### src/rtl/uart_rx_fifo.sv
// First-word-fall-through receive FIFO that captures each completed UART byte plus its error bit.
// One-cycle push latency, combinational head read; when full a new byte is dropped and overrun_flag is set sticky.
module uart_rx_fifo #(
  parameter int DEPTH  = 16,
  parameter int ADDR_W = 4
) (
  input  logic              clk,
  input  logic              rst,
  input  logic [7:0]        data_received,
  input  logic              data_corrupted_flag,
  input  logic              transmission_done_flag,
  input  logic              rd_en,
  input  logic              overrun_clr,
  output logic [7:0]        rd_data,
  output logic              rd_err,
  output logic              empty,
  output logic              full,
  output logic [ADDR_W:0]   count,
  output logic              overrun_flag
);

  localparam logic [ADDR_W:0] FULL_CNT = (ADDR_W + 1)'(DEPTH);

  logic [8:0]        mem [DEPTH];
  logic [ADDR_W-1:0] wp;
  logic [ADDR_W-1:0] rp;
  logic              done_d;
  logic              push;
  logic              do_pop;
  logic              do_push;
  logic              drop;

  always_comb begin
    empty   = (count == '0);
    full    = (count == FULL_CNT);
    push    = transmission_done_flag & ~done_d;
    do_pop  = rd_en & ~empty;
    do_push = push & (~full | do_pop);
    drop    = push & full & ~do_pop;
    rd_data = mem[rp][7:0];
    rd_err  = mem[rp][8];
  end

  // done_d resets high so a flag already asserted at reset release is not captured.
  always_ff @(posedge clk) begin
    if (rst) begin
      done_d       <= 1'b1;
      wp           <= '0;
      rp           <= '0;
      count        <= '0;
      overrun_flag <= 1'b0;
    end else begin
      done_d <= transmission_done_flag;
      if (do_push)
        wp <= wp + ADDR_W'(1);
      if (do_pop)
        rp <= rp + ADDR_W'(1);
      case ({do_push, do_pop})
        2'b10:   count <= count + (ADDR_W + 1)'(1);
        2'b01:   count <= count - (ADDR_W + 1)'(1);
        default: count <= count;
      endcase
      if (drop)
        overrun_flag <= 1'b1;
      else if (overrun_clr)
        overrun_flag <= 1'b0;
    end
  end

  always_ff @(posedge clk) begin
    if (do_push && !rst)
      mem[wp] <= {data_corrupted_flag, data_received};
  end

endmodule

### config.mk
export PLATFORM = sky130hd
export DESIGN_NAME = uart_rx_fifo
export DESIGN_NICKNAME = d
export VERILOG_FILES = /design/src/rtl/uart_rx_fifo.sv
export SDC_FILE = /design/constraint.sdc
export NUM_CORES = 1
export LEC_CHECK = 0
export CAP_MARGIN = 40
export CORE_ASPECT_RATIO = 1.25
export CORE_MARGIN = 3
export CORE_UTILIZATION = 33
export CTS_CLUSTER_SIZE = 16
export DETAILED_ROUTE_END_ITERATION = 10
export PLACE_DENSITY_LB_ADDON = 0.15
export RECOVER_POWER = 50
export SYNTH_ARGS = -nofsm -noshare
export SYNTH_HDL_FRONTEND = slang
export SYNTH_SLANG_ARGS = --single-unit
### constraint.sdc
create_clock -name clk -period 3 [get_ports clk]
set_input_delay 0.9 -clock clk [delete_from_list [all_inputs] [get_ports clk]]
set_output_delay 0.9 -clock clk [all_outputs]
set_load 0.05 [all_outputs]
==> results by group <==
Status
  – Status: finished with violations
  – Failing checks: setup timing

Clock tree
  – CTS Buffer Depth: 2
  – Hold_buf cts: 0
  – Root Buffer: clkbuf_16
  – Clk pin slew, worst setup/hold paths: 0.06 ns
  – CTS Sinks: 163
  – CTS H-Tree Depth: 4
  – Number of CTS-inserted buffers: 17
  – Worst-Skew Late Latency: 0.42 ns
  – TritonCTS clock tree: yes

Worst setup path
  – Slowest-stage cell, CP: mux4_2
  – FF-to-FF Start: count[3]
  – Critical Path AT: 2.26 ns
  – Reg-to-reg endpoint: count[4]
  – R2r setup slk: 0.25 ns
  – Max stage delay on crit path: 0.53 ns
  – Depth of the worst register-to-register path: 7
  – Cell Chain, Critical Path: buf_12 -> mux4_2 -> mux4_2 -> buf_6
  – Most used cell, CP: mux4_2
  – CP Launch Type: flip-flop
  – Endpoint type of the worst setup path: primary output
  – CP Class: reg -> out
  – Critical Path Fanout Max: 9
  – Critical path data required time: 2.10 ns

Cells and area
  – Register area: 0.00471 sq mm
  – Multi-input gate area: 0.00167 sq mm
  – N_diodes: 0
  – Area Growth Syn to Fin: 23.4%
  – Fillers: 1718
  – Share of layout cells above drive strength 1: 32.7%
  – Post-layout nets: 424
  – Final core utilization: 42.1%

Place
  – DP HPWL: 9320 microns
  – DP Worst Slack: -0.0235 ns
  – Port-buffer cells: 30
  – Routability cong.: 0.814

Logic synthesis
  – Synth Warn #: 0
  – Synth async-reset ratio: 0%
  – Largest family of logic cells by synthesized area: multiplexers
  – Mean area per synthesized cell: 19.8 sq um
  – Synth Area in XOR/XNOR: 0.947%
  – Post-Syn Area: 0.00648 sq mm
  – Synth Register Bits: 163
  – Main area contributors after synthesis: edfxtp_1, mux4_2, dfxtp_1, nor2_1, ha_1
  – Post-synthesis net count: 348
  – Dominant cell by count in the synthesized netlist: edfxtp_1
  – Compound-Gate Fraction of Synth Area: 3.25%
  – Top-area cell type share of the netlist area: 66.8%
  – Post-synthesis mux area share: 16.3%
  – Simple logic cell fraction of the synthesized area: 3.94%
  – Yosys top cell by area: edfxtp_1
  – Most frequent cells after synthesis: edfxtp_1, mux4_2, nor2_1
  – Post-synth cell types: 44
  – Post-synth top flop: edfxtp_1
  – Cells after Synth: 327
  – Adder-Cell Fraction of Synth Area: 1.35%
  – Seq/Total Area, Yosys: 72.6%
  – Post-synth EDFFs: 144

Floorplan
  – Core area: 0.0190 sq mm
  – Die height: 163 microns
  – Starting Density: 34.1%
  – Rows: 56
  – Die X: 131 microns
  – I/O pin total: 31
  – Die Area: 0.0214 sq mm

GRT
  – Largest net degree at the start of global routing: 34
  – Gr usage total: 14.3%
  – Vias in the first global route: 3556
  – Initial antenna violation count: 1
  – Remaining global-route overflow: 0
  – First-pass GRT wire length: 22000 microns

Drt
  – Detail Route Antenna Nets: 0
  – Final wirelength: 14300 microns
  – DRC Markers: 0
  – Starting DRT DRC Count: 298
  – Vias per cell: 4.83
  – Wire length per cell: 21.1 microns
  – DRT Pass-1 Iters: 4
  – Via count: 3270

Hold path
  – Hold Path Depth: 2
  – Hold endpoint: overrun_flag
  – Hold Crit Start: overrun_flag
  – Worst hold path class: reg -> reg

STA
  – Period utilization: 105%
  – Final worst slack: -0.159 ns
  – Relative slew slack: 45.9%
  – Fin Setup TNS: -1.22 ns
  – Worst-Margin Slew: 0.812 ns
  – Setup repair after global routing missed its margin: true
  – Max Slew Vio Count: 0
  – Worst Skew: 0.00547 ns
  – Fmax: 317 MHz
  – Final Setup Violations: 9
  – Min Tclk post-route: 3.16 ns
  – Hold slack: 0.512 ns
  – Hold Vio Cnt, Final: 0

Job
  – Max Cap Viol: 0

Power
  – Pwr dens: 778 mW/mm^2
  – Max rail drop VDD: 0.687 mV
  – P_leak: 2.57 nW
==> worst max path at each step <==
stage / to / slack [ns]
floorplan: rd_data[0] / 0.12
global placement: mem[10][2] / -0.02
detailed placement: mem[8][8] / -0.02
CTS: rd_err / -0.23
global route: rd_data[5] / -0.23
finish: rd_data[3] / -0.16
==> where the power goes <==
part | switching [mW] | internal, mW
Clock | 0.867 | 1.04
Sequential | 0.114 | 2.53
Combinational | 0.931 | 0.737
Total | 1.91 | 4.31
==> what timing repair did <==
item                       CTS  global route
gates cloned                 1             0
gates resized for setup      9             6
buffers inserted             1             0
pin swaps                    0             0
setup endpoints to repair    9             9
==> routing by layer <==
metal / up-vias / wire length (microns) / track usage, %
met4: 0 / 216 / 4.73
met3: 19 / 389 / 3.52
met2: 60 / 7470 / 25.0
li1: 1481 / - / -
met5: - / 0 / 0
met1: 1710 / 6210 / 17.6
==> sequential cells by signal (all words and copies together) (netlist names), named ones only <==
signal	count
done_d	1
count	5
mem	144
rp	4
wp	4
overrun_flag	1
==> metrics by stage <==
step,std cells,total power [mW],area [sq um]
after floorplan,327,3.84,6480
after global placement,644,4.32,7410
after detailed placement,644,4.33,7410
after CTS,678,6.32,8000
after global routing,677,6.50,7990
final,677,6.22,7990
==> critical path, delay by kind of cell, from the launching register on <==
kind | cells | cell delay, ns
DFF | 1 | 0.43
buffers and inverters | 2 | 0.35
muxes | 2 | 1.04
==> kinds of logic (layout without fill, tap and decap cells) <==
group                    after synthesis  after routing
AO/OA/AOI/OAI                         23             23
multiplexers                          49             49
flip-flops                           163            163
buffers and inverters                 21            110
XOR/XNOR                               7              7
adder cells (fa/ha/maj)                7              7
AND/OR/NAND/NOR                       57             57
==> area by class of cell <==
cell class,instances,area share [%]
clock buffers,17,5.32
clock inverters,15,1.14
inverters,6,0.313
multi-input cells,143,20.9
flip-flops and latches,163,58.9
well taps,261,4.09
repair buffers,72,9.35
==> cell usage in the layout (no fill, tap or decap), types with 3 or more instances in the layout <==
| cell type | instances |
|---|---|
| nand3_1 | 3 |
| clkbuf_16 | 17 |
| nand2_1 | 6 |
| dlygate4sd3_1 | 10 |
| edfxtp_1 | 144 |
| buf_4 | 34 |
| clkinv_2 | 6 |
| clkinv_1 | 3 |
| buf_6 | 6 |
| xor2_1 | 3 |
| nor2_1 | 34 |
| inv_1 | 5 |
| mux4_2 | 45 |
| xnor2_1 | 4 |
| dfxtp_1 | 17 |
| nor3_1 | 3 |
| nor2b_1 | 3 |
| clkdlybuf4s50_1 | 9 |
| ha_1 | 7 |
| buf_12 | 10 |
(Power assumes the default switching activity.)
